[src/rtl/sample_gather4_8.sv]
// Packs a serial valid/ready sample stream into groups of four parallel lanes.
// Short groups closed by in_last are zero-padded; a held group backpressures the input.
module sample_gather4_8 #(
  parameter int unsigned WIDTH     = 8,
  parameter int unsigned CNT_WIDTH = 16
) (
  input  logic                 clk,
  input  logic                 rst_n,
  input  logic                 in_valid,
  output logic                 in_ready,
  input  logic [WIDTH-1:0]     in_data,
  input  logic                 in_last,
  output logic                 out_valid,
  input  logic                 out_ready,
  output logic [WIDTH-1:0]     a,
  output logic [WIDTH-1:0]     b,
  output logic [WIDTH-1:0]     c,
  output logic [WIDTH-1:0]     d,
  output logic [2:0]           out_lanes,
  output logic [CNT_WIDTH-1:0] group_count
);

  typedef enum logic [0:0] {StFill, StHeld} state_e;

  state_e                 state_q, state_d;
  logic [1:0]             idx_q, idx_d;
  logic [WIDTH-1:0]       slot_q [4];
  logic [WIDTH-1:0]       slot_d [4];
  logic [WIDTH-1:0]       lane_q [4];
  logic [WIDTH-1:0]       lane_d [4];
  logic [2:0]             out_lanes_q, out_lanes_d;
  logic                   out_valid_q, out_valid_d;
  logic [CNT_WIDTH-1:0]   group_count_q, group_count_d;
  // Keeps in_ready low until the first edge after reset release.
  logic                   run_q;

  logic accept;
  logic out_free;
  logic load;

  assign in_ready = run_q && (state_q == StFill);
  assign accept   = in_valid && in_ready;
  assign out_free = !out_valid_q || out_ready;

  always_comb begin
    state_d       = state_q;
    idx_d         = idx_q;
    slot_d        = slot_q;
    lane_d        = lane_q;
    out_lanes_d   = out_lanes_q;
    out_valid_d   = out_valid_q;
    group_count_d = group_count_q;
    load          = 1'b0;

    if (out_valid_q && out_ready) begin
      out_valid_d = 1'b0;
    end

    unique case (state_q)
      StFill: begin
        if (accept) begin
          slot_d[idx_q] = in_data;
          if (idx_q == 2'd3 || in_last) begin
            if (out_free) begin
              load = 1'b1;
            end else begin
              // idx stays put so the held group remembers its lane count.
              state_d = StHeld;
            end
          end else begin
            idx_d = idx_q + 2'd1;
          end
        end
      end
      StHeld: begin
        if (out_free) begin
          load    = 1'b1;
          state_d = StFill;
        end
      end
      default: state_d = StFill;
    endcase

    if (load) begin
      for (int i = 0; i < 4; i++) begin
        lane_d[i] = (i <= int'(idx_q)) ? slot_d[i] : '0;
      end
      out_lanes_d   = {1'b0, idx_q} + 3'd1;
      out_valid_d   = 1'b1;
      group_count_d = group_count_q + CNT_WIDTH'(1);
      idx_d         = 2'd0;
    end
  end

  always_ff @(posedge clk or negedge rst_n) begin
    if (!rst_n) begin
      state_q       <= StFill;
      idx_q         <= 2'd0;
      out_lanes_q   <= 3'd0;
      out_valid_q   <= 1'b0;
      group_count_q <= '0;
      run_q         <= 1'b0;
      for (int i = 0; i < 4; i++) begin
        slot_q[i] <= '0;
        lane_q[i] <= '0;
      end
    end else begin
      state_q       <= state_d;
      idx_q         <= idx_d;
      out_lanes_q   <= out_lanes_d;
      out_valid_q   <= out_valid_d;
      group_count_q <= group_count_d;
      run_q         <= 1'b1;
      for (int i = 0; i < 4; i++) begin
        slot_q[i] <= slot_d[i];
        lane_q[i] <= lane_d[i];
      end
    end
  end

  assign out_valid   = out_valid_q;
  assign a           = lane_q[0];
  assign b           = lane_q[1];
  assign c           = lane_q[2];
  assign d           = lane_q[3];
  assign out_lanes   = out_lanes_q;
  assign group_count = group_count_q;

endmodule
[config.mk]
export PLATFORM = sky130hd
export DESIGN_NAME = sample_gather4_8
export DESIGN_NICKNAME = d
export VERILOG_FILES = /design/src/rtl/sample_gather4_8.sv
export SDC_FILE = /design/constraint.sdc
export NUM_CORES = 1
export LEC_CHECK = 0
export CAP_MARGIN = 20
export CORE_UTILIZATION = 45
export DETAILED_ROUTE_END_ITERATION = 12
export HOLD_SLACK_MARGIN = 0.02
export PLACE_DENSITY = 0.73
export SETUP_SLACK_MARGIN = 0.4
export SYNTH_ARGS = -nofsm -noshare
export SYNTH_HDL_FRONTEND = slang
export SYNTH_SLANG_ARGS = --single-unit
[constraint.sdc]
create_clock -name clk -period 2 [get_ports clk]
set_input_delay 0.4 -clock clk [delete_from_list [all_inputs] [get_ports clk]]
set_output_delay 0.4 -clock clk [all_outputs]
set_load 0.02 [all_outputs]
=== Word-level counts from Yosys, hierarchy flattened ===
Cells that the tools add are included.

* Mux-type cells: 22
* Add/subtract/negate cells: 3
* Bitwise operators: 2
* Reductions and logical operators: 10
* Multiply operators: 0
* Div/mod/pow operators: 0
* Shift-type cells: 0
* Eq/ne operators: 3
* Magnitude comparators: 5

{| class="wikitable"
|+ Operators by type and width
! cell !! count
|-
| $mux W32 || 2
|-
| $bwmux W32 || 1
|-
| $mux W8 || 4
|-
| $add A16 B1 Y16 const B || 1
|-
| $demux W8 S2 || 1
|-
| $mux W1 || 8
|-
| $mux W2 || 4
|-
| $le A2 B2 Y1 const A || 2
|-
| $logic_and A1 B1 Y1 || 4
|-
| $pmux W1 S2 || 2
|-
| $reduce_bool A2 Y1 || 2
|-
| $add A2 B1 Y3 const B || 1
|-
| $ge A3 B3 Y1 const B || 1
|-
| $lt A3 B1 Y1 const B || 1
|-
| $not A2 Y3 || 1
|-
| $reduce_and A3 Y1 || 1
|-
| $add A2 B1 Y2 const B || 1
|-
| $eq A2 B2 Y1 const B || 1
|-
| $le A1 B2 Y1 const A || 1
|-
| $logic_or A1 B1 Y1 || 2
|-
| $ne A2 B1 Y1 const B || 1
|-
| $ne A2 B2 Y1 const B || 1
|-
| $logic_not A1 Y1 || 1
|-
| $not A1 Y1 || 1
|}

* Output and inout port bits: 53
* Bits in writable memories: 0
* Word-level logic and storage cells: 59
* Bits in registers: 88
* Bits in latches: 0
* Input bits: 13
* Bits in read-only memories: 0
* Memories: 0

=== Depth between registers and ports, before layout ===
Gate-level depths: netlist (run 1).

* Depth after elaboration: 9
* Depth in mapped cells: 7
* Gate-level depth less buffers: 5

=== Worst setup path before layout (run 1) ===
No wires, ideal clock.

* Kind: register to register
* Start point: register idx_q[0]
* End point: register lane_q, in the netlist a[3]
* Slack: 0.132 ns
* Required time: 1.875 ns
* Arrival: 1.743 ns
* Cell stages (with the launch flop): 7
* Path through: dfrtp_1 -> ha_1 -> o211a_1 -> o21a_2 -> buf_6 -> buf_6 -> mux2_4

* Cells in the longest elaborated chain, start to end: 8
* Elaborated cells on any way between the ends: 14
* Those cells by class: 2 x order compare; 1 x eq/ne; 8 x mux; 1 x bitwise; 2 x reduce/logical

{| class="wikitable"
|+ Ends and longest elaborated chain
! item !! RTL line !! RTL
|-
| start: declaration || 26 || <nowiki>logic [1:0] idx_q, idx_d;</nowiki>
|-
| start signal: assignment || 109 || <nowiki>idx_q <= idx_d;</nowiki>
|-
| $not A2 Y3 (not written as such) || 62 || <nowiki>slot_d[idx_q] = in_data;</nowiki>
|-
| $ge A3 B3 Y1 (not written as such) or $lt A3 B1 Y1 (tied branches) || 62 ||
|-
| $logic_and A1 B1 Y1 (not written as such) || 62 ||
|-
| $mux W8 (not written as such) || 62 ||
|-
| $demux W8 S2 || 62 ||
|-
| $bwmux W32 || 62 ||
|-
| $mux W32 || 61 || <nowiki>if (accept) begin</nowiki>
|-
| $mux W32 || 59 || <nowiki>unique case (state_q)</nowiki>
|-
| end signal: indexed assignment || 116 || <nowiki>lane_q[i] <= lane_d[i];</nowiki>
|-
| end: declaration || 29 || <nowiki>logic [WIDTH-1:0] lane_q [4];</nowiki>
|}

Several ways; a longest one is shown, not always the timed one.
A chain may end at the register's enable or synchronous reset.

=== Worst setup path in the final report (run 1) ===
* Start point: register idx_q[0]
* End point: register group_count_q[13] (netlist: group_count[13])

* Cells in the longest elaborated chain, start to end: 5

{| class="wikitable"
|+ Ends and longest elaborated chain
! item !! RTL line !! RTL
|-
| $eq A2 B2 Y1 || 63 || <nowiki>if (idx_q == 2'd3 || in_last) begin</nowiki>
|-
| $logic_or A1 B1 Y1 || 63 ||
|-
| $mux W1 || 63 ||
|-
| $mux W1 || 61 ||
|-
| $pmux W1 S2 || 59 ||
|-
| end signal: assignment || 112 || <nowiki>group_count_q <= group_count_d;</nowiki>
|-
| end: declaration || 33 || <nowiki>logic [CNT_WIDTH-1:0] group_count_q, group_count_d;</nowiki>
|}

No other way between the ends.

==> results.json, run 1 <==
{
  "clock_sinks": 88,
  "dp_slack_ns": -0.1406,
  "first_pass_iters": 4,
  "ys_seq_area_share_pct": 59.93,
  "cts_root_buffer": "clkbuf_8",
  "fin_crit_ns": 1.635,
  "holdPathStages": 2,
  "hpwlAfterDp_um": 4950,
  "synth_fp_nets": 272,
  "postRouteAntennaNets": 0,
  "ys.flop_type": "dfrtp_1",
  "synth_top_area_share_pct": 59.93,
  "clockBufferDepth": 2,
  "power_density_nw_per_um2": 1179,
  "h-tree-depth": 3,
  "maxSlewViolCount": 0,
  "routed_via_density": 5.254,
  "layout.nets": 364,
  "setup_slack_ns": 0.3647,
  "avgSynthCellArea_um2": 14.52,
  "setup_viol": 0,
  "grt_pass1_wl_um": 12830,
  "postSynthCellCount": 253,
  "initial_utilization_pct": 47.07,
  "maxCapViolCount": 0,
  "path_clk_slew_ns": 0.09,
  "worstSetupStartpointType": "flop",
  "finClkSkew_ns": 0.008278,
  "hold_viol": 0,
  "r2r_end": "group_count[13]",
  "syn_to_final_growth_pct": 33.30,
  "worstPathArrival_ns": 1.86,
  "rr_startpoint": "idx_q[0]",
  "r2r_cells": 6,
  "yosys.area.top_type": "dfrtp_1",
  "fmax_mhz": 611.5,
  "grt_overflow_total": 0,
  "ir_drop_v": 0.0007594,
  "ys_top_cells_by_area": "dfrtp_1, mux2_4, mux2_2",
  "die_h_um": 92.37,
  "synth-edff-count": 0,
  "status": "completed",
  "drc": 0,
  "synth_cell_types": 39,
  "tritoncts": "built",
  "routed_wirelength_um": 7987,
  "drive_above_1_share_pct": 33.14,
  "yosysMostFrequentCell": "dfrtp_1",
  "grt_max_degree": 47,
  "dp_cells": 423,
  "clk_latency_ns": 0.35,
  "wire_per_inst_um": 17.67,
  "fin_cells": 452,
  "rsz0062_at_grt": "true",
  "syn_area_um2": 3675,
  "top_layer": "met4",
  "via_count": 2375,
  "crit_path_end_kind": "flop",
  "route.met3.wl_um": 340,
  "leakage_nw": 2.481,
  "io_buffers": 65,
  "ys_seq_elements": 88,
  "die_area_um2": 8531,
  "async_reset_ff_share_pct": 100.0,
  "cp.required_ns": 2.22,
  "cts_buffers": 9,
  "holdWs_ns": 0.4819,
  "hold_end": "out_lanes[1]",
  "synth_commonest_cells": "dfrtp_1, mux2_4, mux2_2",
  "met1_length_um": 3661,
  "num_rows": 32,
  "cp_max_fo": 16,
  "crit_type": "reg -> reg",
  "antennaDiodeCount": 0,
  "routed-wl-met2_um": 3884,
  "grt_pass1_vias": 2460,
  "setup_tns_ns": 0,
  "gp_congestion": 0.7644,
  "antenna_found_initial": 0,
  "min-delay-start": "out_lanes[1]",
  "coreArea_um2": 7807,
  "rrSetupSlack_ns": 0.36,
  "finalCritPeriodShare_pct": 81.76,
  "grt.total_usage_pct": 19.90,
  "yosysWarningCount": 0,
  "dieWidth_um": 92.37,
  "drt_iter0_drc": 82,
  "min-delay-path-class": "reg -> reg",
  "io_pins": 66
}
[stage by stage]
stage | total power [mW] | cell area [um^2] | utilization, %
after floorplan | 3.808 | 3697 | -
after global routing | 6.072 | 4898 | 62.74
after detailed placement | 4.625 | 4529 | 58.01
after global placement | 4.565 | 4529 | 58.01
after CTS | 5.749 | 4806 | 61.55
final | 5.774 | 4898 | 62.74
[what timing repair did]
item                                    CTS  global route
gates cloned                              1             2
endpoints found under the hold margin    24             0
setup buffers                             7             2
gates resized for setup                  74            12
pin swaps                                 6            10
hold buffers                              1             0
endpoints found under the setup margin  102            44
[final cells by class]
cell class / instances / area [um^2]
Timing Repair Buffer: 89 / 842.1
Inverter: 4 / 15.01
Fill cell: 612 / 2909
Clock inverter: 6 / 67.56
Tap cell: 102 / 127.6
Sequential cell: 88 / 2207
Multi-Input combinational cell: 153 / 1501
Clock buffer: 10 / 137.6
[routing by layer]
layer	GRT usage (%)	up-vias
met5	0	-
met4	5.729	0
met3	5.911	12
met2	31.05	54
met1	27.03	1226
li1	-	1083
[worst max path at each step]
stage | cells past startpoint | endpoint | from | slack, ns
after floorplan | 6 | a[3] | idx_q[0] | 0.27
after global placement | 4 | a[0] | in_last | -0.1
after detailed placement | 5 | group_count[6] | in_last | -0.14
after CTS | 2 | in_ready | state_q | 0.31
after global routing | 6 | c[2] | idx_q[0] | 0.30
final | 6 | group_count[13] | idx_q[0] | 0.36
[critical path, stage by stage (launching register included)]
cell and delay (ns):
dfrtp_2 0.45, ha_4 0.18, o211a_4 0.27, o21ai_4 0.21, buf_12 0.19, nor4_2 0.06, xor2_1 0.15
[layout by cell type (no fill, tap or decap), drive strengths merged, types with 3 or more instances in the layout]
cell	instances
a22o	16
a31o	8
and2	8
buf	23
clkbuf	12
clkdlybuf4s50	10
dfrtp	88
dlygate4sd2	53
ha	6
inv	5
mux2	40
nand2	20
nand3	3
nand4	6
nor2	8
nor3	3
xnor2	10
xor2	5
[power breakdown]
part           switching (mW)  internal [mW]
Sequential              0.294           2.35
Clock                   0.634          0.616
Combinational           0.922          0.958
[state kept, by name, summed over array words and instances (netlist names)]
name / count
c: 8
b: 8
out_valid: 1
idx_q: 2
state_q: 1
group_count: 16
out_lanes: 3
a: 8
d: 8
slot_q: 32
run_q: 1
[cell families (layout without fill, tap and decap cells)]
logic type	count (synthesis)	after routing	share of synthesized area (%)
flip-flops	88	88	59.93
adder cells (fa/ha/maj)	6	6	2.043
other	1	1	0.1020
AO/OA/AOI/OAI	31	32	7.457
AND/OR/NAND/NOR	59	59	10.01
XOR/XNOR	15	15	3.575
multiplexers	40	40	14.61
buffers and inverters	13	109	2.281
No activity file was read; power rests on OpenSTA's default activity.
==> run 2, diff against run 1 <==
==> constraint.sdc (replaced) <==
create_clock -name clk -period 1.4 [get_ports clk]
set_input_delay 0.28 -clock clk [delete_from_list [all_inputs] [get_ports clk]]
set_output_delay 0.28 -clock clk [all_outputs]
set_load 0.02 [all_outputs]
==> run 2 against run 1 <==
Net effect:
- the run now ends with negative setup slack left
- critical path depth stayed put
- sequential power up 46%
- first-iteration DRC count grew 35%
- sequential share of layout area down 6.3 points
- sequential cell count stayed put
- final cell count is 12% higher
- global-route usage up 2.4 points
- non-clock buffer count is 53 higher
- clock skew fell by 0.0043 ns
==> results.json, run 2 (synthesized netlist as in run 1, its figures left out) <==
{
  "status": "finished with violations",
  "violations": "negative setup slack",
  "leakage_nw": 2.814,
  "grt_pass1_vias": 2811,
  "gp_congestion": 0.7433,
  "postRouteAntennaNets": 0,
  "worstPathArrival_ns": 1.97,
  "finClkSkew_ns": 0.003989,
  "cts_root_buffer": "clkbuf_8",
  "cts_buffers": 9,
  "die_h_um": 92.37,
  "rsz0062_at_grt": "true",
  "drt_iter0_drc": 111,
  "maxCapViolCount": 0,
  "io_pins": 66,
  "placed_cell_area_um2": 4687,
  "first_pass_iters": 4,
  "path_clk_slew_ns": 0.10,
  "drive_above_1_share_pct": 58.66,
  "antenna_found_initial": 0,
  "routed_via_density": 5.154,
  "via_count": 2608,
  "drc": 0,
  "largest_register_ff_count": 32,
  "grt_pass1_wl_um": 14330,
  "finalCritPeriodShare_pct": 122.3,
  "die_area_um2": 8531,
  "layout.nets": 418,
  "hpwlAfterDp_um": 5016,
  "crit_path_end_kind": "flop",
  "cp_max_fo": 5,
  "grt_overflow_total": 0,
  "min-delay-path-class": "in -> async",
  "fmax_mhz": 584.3,
  "top_register": "slot_q",
  "routed_wirelength_um": 9192,
  "h-tree-depth": 3,
  "fin_crit_ns": 1.712,
  "maxSlewViolCount": 0,
  "worstSetupStartpointType": "flop",
  "coreArea_um2": 7807,
  "clockBufferDepth": 2,
  "r2r_cells": 6,
  "cp.required_ns": 1.66,
  "antennaDiodeCount": 0,
  "ir_drop_v": 0.001026,
  "crit_type": "reg -> reg",
  "io_buffers": 65,
  "setup_viol": 80,
  "fin_total_pwr_mw": 9.548,
  "wire_per_inst_um": 18.17,
  "power_density_nw_per_um2": 1679,
  "syn_to_final_growth_pct": 54.72,
  "tritoncts": "built",
  "layout_commonest_cell": "dfrtp_1",
  "initial_utilization_pct": 47.07,
  "clk_latency_ns": 0.36,
  "final_cell_mix": "dfrtp_1, buf_6, buf_4",
  "setup_slack_ns": -0.3116,
  "grt_max_degree": 89,
  "dieWidth_um": 92.37,
  "final_area_um2": 5685,
  "num_rows": 32,
  "grt.total_usage_pct": 22.35,
  "hold_viol": 0,
  "clock_sinks": 88
}
run 2: critical path, cell delays in order (launching register included):
cell     delay (ns)
dfrtp_1        0.43
ha_4           0.18
o211a_4        0.23
buf_6          0.13
o21a_4         0.25
buf_4          0.15
a31o_4         0.23
run 2: layer usage:
layer  global-route usage, %  up-vias  wire length, um
met2                   35.31       59             4617
met4                   10.68        0              150
met1                   29.77     1345             4119
li1                        -     1190                -
met3                   4.269       14              306
met5                       0        -                0
run 2: stage by stage:
step                      TNS (ns)  hold WS (ns)  setup slack [ns]  std cells  utilization, %
after floorplan             -10.36      -0.01559           -0.3317        253               -
after global placement      -35.57        0.3511           -0.5525        441           60.03
after detailed placement    -37.07        0.3561           -0.5856        441           60.03
after CTS                   -13.49        0.5038           -0.2966        492           70.66
after global routing        -17.43        0.5128           -0.3512        506           72.82
final                       -13.82        0.4876           -0.3116        506           72.82
run 2: repair_timing:
item,4_1_cts,5_1_grt
setup buffers,32,14
hold buffers,1,0
resized for setup,386,18
pin swaps,26,22
setup endpoints to repair,140,140
gates cloned,2,0
endpoints found under the hold margin,88,0
run 2: report_power, final:
| part | switching [mW] | internal [mW] | leakage (nW) |
|---|---|---|---|
| Sequential | 0.494 | 3.36 | 1.13 |
| Clock | 1.03 | 0.700 | 0.0970 |
| Combinational | 1.62 | 2.35 | 1.59 |
run 2: final cells by class:
type                            instances  area [um^2]
Tap cell                              102        127.6
Multi-Input combinational cell        154         1720
Fill cell                             485         2122
Clock buffer                            9        123.9
Clock inverter                          7        72.57
Inverter                                4        23.77
Sequential cell                        88         2205
Timing Repair Buffer                  142         1413
run 2: worst paths after layout:
check | from | end | slack, ns
hold reg to reg | slot_q[12] | slot_q[12] | 0.50
setup reg to reg | idx_q[0] | d[2] | -0.31
max in group asynchronous | rst_n | group_count[1] | 0.55
setup / recovery | idx_q[0] | d[2] | -0.31
min in group clk | slot_q[12] | slot_q[12] | 0.50
hold / removal | rst_n | run_q | 0.49
==> run 3, diff against run 2 <==
--- a/config.mk
+++ b/config.mk
@@ -5,8 +5,9 @@
 export SDC_FILE = /design/constraint.sdc
 export NUM_CORES = 1
 export LEC_CHECK = 0
-export CAP_MARGIN = 20
+export CORE_MARGIN = 2
 export CORE_UTILIZATION = 45
+export CTS_BUF_LIST = sky130_fd_sc_hd__clkbuf_8
 export DETAILED_ROUTE_END_ITERATION = 12
 export HOLD_SLACK_MARGIN = 0.02
 export PLACE_DENSITY = 0.73
==> run 3 against run 2 <==
Net effect:
- the flow still finishes with violations (negative setup slack)
- sequential power about the same
- die area rose by 4.4%
- sequential cell count stayed put
- sequential share of layout area is 0.86 points higher
- combinational power down 6.8%
- critical path type unchanged
- critical endpoint is now d[4]
- largest cell class unchanged
==> results.json, run 3 (synthesized netlist as in run 1, its figures left out) <==
{
  "status": "finished with violations",
  "violations": "negative setup slack",
  "worstPathArrival_ns": 1.98,
  "pwr-share-seq_pct": 41.4,
  "fin_crit_ns": 1.734,
  "tritoncts": "built",
  "routed_wirelength_um": 8751,
  "finClkSkew_ns": 0.01537,
  "leakage_nw": 2.739,
  "setup_viol": 54,
  "clock_sinks": 88,
  "grt_overflow_total": 0,
  "holdWs_ns": 0.3485,
  "clk_latency_ns": 0.36,
  "worst-path-buf-inv": 2,
  "io_buffers": 65,
  "antennaDiodeCount": 0,
  "grt_pass1_vias": 2648,
  "r2r_cells": 6,
  "gp_congestion": 0.7533,
  "clockBufferDepth": 2,
  "combPwrFrac_pct": 39.9,
  "intPower_mw": 6.221,
  "rr_startpoint": "idx_q[0]",
  "setup_slack_ns": -0.3344,
  "io_pins": 66,
  "die_area_um2": 8905,
  "worstSetupStartpointType": "flop",
  "die_h_um": 94.37,
  "clock_power_share_pct": 18.7,
  "top_register": "slot_q",
  "coreArea_um2": 7807,
  "setup_tns_ns": -14.64,
  "crit_type": "reg -> reg",
  "layout_commonest_cell": "dfrtp_1",
  "r2r_end": "d[4]",
  "crit_slowest_cell": "dfrtp_1",
  "drc": 0,
  "grt_max_degree": 32,
  "h-tree-depth": 3,
  "grt.total_usage_pct": 20.54,
  "syn_to_final_growth_pct": 51.28,
  "maxCapViolCount": 0,
  "rrSetupSlack_ns": -0.33,
  "path_cells": "ha_4 -> o211a_4 -> buf_4 -> o21a_4 -> buf_4 -> a31o_2",
  "crit_path_end_kind": "flop",
  "drt_iter0_drc": 135,
  "path_clk_slew_ns": 0.10,
  "cp_top_family": "compound AO/OA/AOI/OAI gates",
  "ir_drop_v": 0.001024,
  "routed_via_density": 5.190,
  "drive_above_1_share_pct": 55.39,
  "switching_share_pct": 32.63,
  "endpoint": "d[4]",
  "wire_per_inst_um": 17.47,
  "finalCritPeriodShare_pct": 123.9,
  "cts_root_buffer": "clkbuf_8",
  "slowest_delay_ns": 0.43,
  "power_density_nw_per_um2": 1661,
  "cp_max_fo": 5,
  "first_pass_iters": 4,
  "dieWidth_um": 94.37,
  "cts_buffers": 9,
  "fmax_mhz": 576.6,
  "cp_common_cell": "buf_4",
  "final_util_pct": 71.20,
  "postRouteAntennaNets": 0,
  "via_count": 2600,
  "worstSetupPathDepth": 6,
  "largest_register_ff_count": 32,
  "rsz0062_at_grt": "true",
  "cp.required_ns": 1.65,
  "maxSlewViolCount": 0,
  "power_switching_mw": 3.014,
  "hold_viol": 0,
  "min-delay-path-class": "in -> async",
  "layout.nets": 413,
  "num_rows": 32,
  "grt_pass1_wl_um": 13940,
  "final_cell_mix": "dfrtp_1, buf_6, buf_4",
  "antenna_found_initial": 0,
  "startpoint": "idx_q[0]",
  "hpwlAfterDp_um": 5400,
  "initial_utilization_pct": 47.07
}
[run 3: changes by cell type in the layout (fill, tap and decap cells not counted), moves of 2 or more]
cell,change
a31o_2,+5
a31o_4,-5
buf_12,+4
mux2_2,+8
and2_1,+8
mux2_4,-8
buf_6,-12
nand2_1,+3
buf_4,+2
and2_4,-8
nand2_2,-2
[run 3: how the worst min path moves through the flow]
stage,to,depth (start not counted)
2_1_floorplan,a[0],0
3_3_place_gp,idx_q[0],1
3_5_place_dp,out_lanes[1],1
4_1_cts,out_lanes[1],2
5_1_grt,out_lanes[1],2
6_report,out_lanes[1],2
[run 3: routing by layer]
| layer | part of all wire (%) | global-route usage (%) | routed length (um) |
|---|---|---|---|
| met5 | 0 | 0 | 0 |
| met4 | 0.97 | 6.280 | 85 |
| met3 | 5.0 | 3.671 | 440 |
| met2 | 51 | 32.44 | 4468 |
| met1 | 43 | 29.23 | 3756 |
[run 3: metrics by stage]
stage	instance area [um^2]	worst slack (ns)	total power [mW]	cells
2_1_floorplan	3744	-0.3317	5.473	253
3_3_place_gp	4752	-0.5557	6.735	448
3_5_place_dp	4752	-0.5750	6.814	448
4_1_cts	5443	-0.3103	9.155	494
5_1_grt	5559	-0.3599	9.671	501
6_report	5559	-0.3344	9.235	501
[run 3: repair_timing]
item                                    CTS  global route
pin swaps                                14            13
hold buffers                              1             0
cloned                                    2             1
setup buffers                            27             6
gates resized for setup                 359            12
endpoints found under the hold margin    27             0
endpoints found under the setup margin  140           182
[run 3: worst reg2reg max path, cell delays in order (launching register included)]
cell,delay [ns]
dfrtp_1,0.43
ha_4,0.18
o211a_4,0.23
buf_4,0.15
o21a_4,0.25
buf_4,0.15
a31o_2,0.23
[run 3: cell type report]
type / instances / area [um^2]
fill: 503 / 2248
sequential: 88 / 2203
multi-input combinational: 154 / 1612
timing repair buffer: 137 / 1398
tap: 102 / 127.6
clock buffer: 9 / 123.9
clock inverter: 7 / 72.57
inverter: 4 / 22.52
[run 3: power groups by stage]
| stage | Combinational [mW] | Sequential (mW) | Clock (mW) |
|---|---|---|---|
| after floorplan | 1.30 | 4.17 | 0 |
| after global placement | 2.96 | 3.77 | 0 |
| after detailed placement | 3.04 | 3.77 | 0 |
| after CTS | 3.60 | 3.81 | 1.75 |
| after global routing | 3.91 | 3.91 | 1.86 |
| final | 3.69 | 3.82 | 1.73 |
==> RTL change 1 (settings of run 1) <==
Register the output `group_count` once more; this adds one clock of latency there. The other outputs are not delayed to match.
--- a/src/rtl/sample_gather4_8.sv
+++ b/src/rtl/sample_gather4_8.sv
@@ -124,6 +124,8 @@
   assign c           = lane_q[2];
   assign d           = lane_q[3];
   assign out_lanes   = out_lanes_q;
-  assign group_count = group_count_q;
+  always_ff @(posedge clk) begin
+    group_count <= group_count_q;
+  end
 
 endmodule
Formal check against the unedited RTL: not equivalent (Yosys sat finds a counterexample within 4 cycles, from zero or initial values and one cycle with rst_n low).
==> RTL change 1 against run 1 <==
Sequential cell count grew 16. Power grew 21%. Die area grew 7.5%. Worst setup slack lost 0.067 ns. Sequential share of layout area grew 0.17 points. Routed wire length grew 11%. Global-route usage grew 1.5 points. Largest power group unchanged. Synthesized area grew 7.6%. Design area grew 14%.
==> RTL change 1: results (changes against run 1) <==
- Outcome: complete, no violations
- Skew final: 0.0112 ns (+0.00292 ns)
- Reg2reg start: idx_q[0]
- Vias in the first global route: 2638 (+7.2%)
- Met1 wire length: 3980 um (+8.8%)
- RR Endpoint: a[6]
- Distinct cells, synth: 38 (-2.6%)
- Max rail drop VDD: 0.769 mV (+1.3%)
- GPL Wtd Cong: 0.820 (+7.2%)
- Clock Pin Slew Worst Setup and Hold Paths: 0.10 ns
- Resize count post-CTS: 94 (+27%)
- Register area share after synthesis: 0.638 (+0.0385)
- Hold WC Path Type: input port to asynchronous set/reset pin
- Met1 Use GR: 0.283 (+0.0127)
- Post-Layout Cell Count: 486 (+7.5%)
- Met3 wire length: 391 um (+15%)
- # Post-CTS Setup Buffers: 10 (+3)
- R2R Setup Slk: 0.30 ns (-0.07 ns)
- Share of layout cells above drive strength 1: 0.346 (+0.0150)
- Setup WS pre-CTS: -0.128 ns (+0.0129 ns)
- Detailed Route WL: 8880 um (+11%)
- HPWL Detailed: 5300 um (+7.1%)
- Met2 GRT Util: 0.346 (+0.0359)
- Dpl cells: 453 (+7.1%)
- First-pass GRT wire length: 14200 um (+11%)
- Met2 WL post-DR: 4380 um (+13%)
- Iter 0 DRT Violations: 96 (+17%)
- Final net count: 395 (+8.5%)
- Grt met3 use: 0.0490 (-0.0101)
- Critical Path AT: 1.95 ns (+0.09 ns)
- Leak pwr: 2.81 nW (+13%)
- Syn Nets: 294 (+8.1%)
- Skew-Pair Late Insertion Delay: 0.37 ns (+0.02 ns)
- Number of hold buffers added after CTS: 0 (-1)
- Global-route usage over all layers: 0.214 (+0.0148)
- Post-synth top cells: dfrtp_1, mux2_4, mux2_2, nand2_1
- Delay of the slowest critical-path stage: 0.44 ns
- CP max FO: 6 (-10)
- ANT nets after route: 0 (unchanged)
- Worst R2R Path Depth: 5 (-1)
- Mapped Avg Cell Area: 14.4 um^2 (-0.98%)
[RTL change 1: stage by stage]
| step | instance area [um^2] | setup TNS (ns) | hold WS (ns) |
|---|---|---|---|
| 4_1_cts | 5450 | 0 | 0.0342 |
| 6_report | 5580 | 0 | 0.0273 |
| 5_1_grt | 5580 | 0 | 0.0633 |
| 3_5_place_dp | 4910 | -2.93 | 0.382 |
| 2_1_floorplan | 4050 | 0 | 0.104 |
| 3_3_place_gp | 4910 | -1.82 | 0.375 |
[RTL change 1: cell type report]
| cell class | count | area, um^2 |
|---|---|---|
| Fill cell | 615 | 2760 |
| Sequential cell | 104 | 2520 |
| Multi-Input combinational cell | 159 | 1660 |
| Timing Repair Buffer | 99 | 1040 |
| Clock buffer | 14 | 195 |
| Tap cell | 105 | 131 |
| Clock inverter | 2 | 16.3 |
| Inverter | 3 | 16.3 |
[RTL change 1: cells by family after synthesis]
kind of cell / count (synthesis) / synth area share
buffers and inverters: 12 / 0.0171
AO/OA/AOI/OAI: 32 / 0.0677
XOR/XNOR: 15 / 0.0332
AND/OR/NAND/NOR: 64 / 0.0880
other: 1 / 0.000948
multiplexers: 41 / 0.136
flip-flops: 104 / 0.638
adder cells (fa/ha/maj): 6 / 0.0190
[RTL change 1: worst max path at each step]
stage	startpoint	to	slack, ns
after floorplan	idx_q[1]	a[2]	0.34
after global placement	in_valid	a[3]	-0.1
after detailed placement	in_valid	a[4]	-0.13
after CTS	idx_q[0]	b[6]	0.30
after global routing	idx_q[0]	group_count_q[2]	0.27
final	idx_q[0]	a[6]	0.30
[RTL change 1: where the power goes]
group / total, mW / internal (mW) / switching, mW
clock: 1.35 / 0.646 / 0.709
combinational: 2.47 / 1.30 / 1.17
sequential: 3.13 / 2.77 / 0.358
==> RTL change 2 (flow settings as in run 1) <==
Without the edit above. Change the parameter `CNT_WIDTH` from 16 to 32.
--- a/src/rtl/sample_gather4_8.sv
+++ b/src/rtl/sample_gather4_8.sv
@@ -2,7 +2,7 @@
 // Short groups closed by in_last are zero-padded; a held group backpressures the input.
 module sample_gather4_8 #(
   parameter int unsigned WIDTH     = 8,
-  parameter int unsigned CNT_WIDTH = 16
+  parameter int unsigned CNT_WIDTH = 32
 ) (
   input  logic                 clk,
   input  logic                 rst_n,
Interface: changed (resized group_count); port bits go from 66 to 82. No check against the original RTL was run, so the function may have changed too.
==> RTL change 2 against run 1 <==
Routed wire length up 34%. Design area up 30%. Core utilization rose by 6.2 points. Synthesized area is 16% higher. Worst setup slack worse by 0.12 ns. Sequential cell count up 16. Power grew 20%. Critical endpoint is now b[2]. Largest cell class unchanged. Largest power group unchanged. Highest routed layer unchanged.
==> RTL change 2: results (changes against run 1) <==
- Hold WC Path Type: flop to flop
- DRT Pass-1 Iters: 4 (unchanged)
- Number of hold buffers added after CTS: 1 (unchanged)
- Largest cells by area after synthesis: dfrtp_1, mux2_2, a22o_1, nand2_1, xor2_1
- Final net count: 501 (+38%)
- HPWL Detailed: 6480 um (+31%)
- Skew-Pair Late Insertion Delay: 0.37 ns (+0.02 ns)
- Maximum number of pins on one net before global-route repair: 36 (-23%)
- Wire per inst: 17.3 um (-1.9%)
- Setup WS pre-CTS: -0.142 ns (-0.00167 ns)
- Share of layout cells above drive strength 1: 0.382 (+0.0505)
- Number of port buffers: 81 (+25%)
- Syn Nets: 365 (+34%)
- Clock Pin Slew Worst Setup and Hold Paths: about 0.10 ns
- Skew final: 0.0132 ns (+0.00493 ns)
- Dpl cells: 573 (+35%)
- Vias in the first global route: 3263 (+33%)
- GPL Wtd Cong: 0.805 (+5.3%)
- Leak pwr: 2.98 nW (+20%)
- Initial antenna violation count: 1 (+1)
- Register area share after synthesis: 0.609 (+0.00947)
- R2R Setup Slk: 0.25 ns (-0.12 ns)
- H-tree Lvls: 3 (unchanged)
- Mapped Avg Cell Area: 12.4 um^2 (-15%)
- CP max FO: 8 (-8)
- CTS max path bufs: 2 (unchanged)
- Critical Path AT: 2.01 ns (+0.15 ns)
- Max rail drop VDD: 0.702 mV (-7.5%)
- Num CTS Buffers: 9 (unchanged)
- Distinct cells, synth: 30 (-23%)
- Worst R2R Path Depth: 7 (+1)
- Placed Area: 5460 um^2 (+21%)
- WHS Endpoint: group_count[31]
- Max Freq: 570 MHz (-6.7%)
- Vias/cell: 5.18 (-1.4%)
- Root Buffer Master: clkbuf_8
- Final hold slack: 0.467 ns (-0.0154 ns)
- Post-Layout Cell Count: 617 (+37%)
- First-pass GRT wire length: 16900 um (+31%)
- Global-route usage over all layers: 0.225 (+0.0255)
- WHS Path Cells: 1 (-1)
- Post-synth top cells: dfrtp_1, nand2_1, mux2_2, a22o_1, nor2_1
- Outcome: complete, no violations
- Critical Path Sink: b[2]
- CP Launch Point: idx_q[0]
- HP Start: group_count[31]
- # Post-CTS Setup Buffers: 10 (+3)
- Resize count post-CTS: 143 (+93%)
- Iter 0 DRT Violations: 174 (+110%)
RTL change 2: changes by cell type after synthesis, sizes merged, moves of 9 or more:
cell	run 1	this run
a21oi	0	10
dfrtp	88	104
nand2	20	45
nand3	3	16
nor2	8	17
xor2	5	16
RTL change 2: cell type report:
cell class,instances,area [um^2]
antenna,1,2.50
clock buffer,10,138
clock inverter,6,65.1
fill,642,2870
inverter,6,25.0
multi-input combinational,226,2030
sequential,104,2620
tap,129,161
timing repair buffer,135,1330
RTL change 2: worst max-delay path, cell delays in order (launching register included):
cell	delay, ns
dfrtp_1	0.42
buf_4	0.15
buf_6	0.11
buf_4	0.15
ha_4	0.17
nand2_8	0.09
mux2_2	0.35
a22o_1	0.20
RTL change 2: kinds of logic (layout without fill, tap and decap cells):
| logic type | after synthesis | count (layout) | synth area share |
|---|---|---|---|
| AOI/OAI and AO/OA | 40 | 40 | 0.0708 |
| xor gates and xnor gates | 31 | 31 | 0.0635 |
| adders and majority gates | 6 | 6 | 0.0176 |
| buffers and inverters | 16 | 157 | 0.0149 |
| DFF | 104 | 104 | 0.609 |
| muxes | 41 | 41 | 0.108 |
| other | 1 | 2 | 0.000877 |
| and+or+nand+nor | 107 | 107 | 0.116 |
RTL change 2: where the power goes:
| group | switching, mW | leakage (nW) | internal, mW | total [mW] |
|---|---|---|---|---|
| combinational | 1.24 | 1.58 | 1.21 | 2.45 |
| sequential | 0.369 | 1.29 | 2.78 | 3.15 |
| clock | 0.727 | 0.103 | 0.618 | 1.34 |
RTL change 2: routing by layer:
metal / routed length [um] / track usage / up-vias
met1: 4570 / 0.298 / 1609
li1: - / - / 1475
met4: 257 / 0.112 / 0
met2: 5420 / 0.366 / 93
met3: 448 / 0.0295 / 20
met5: 0 / 0 / -
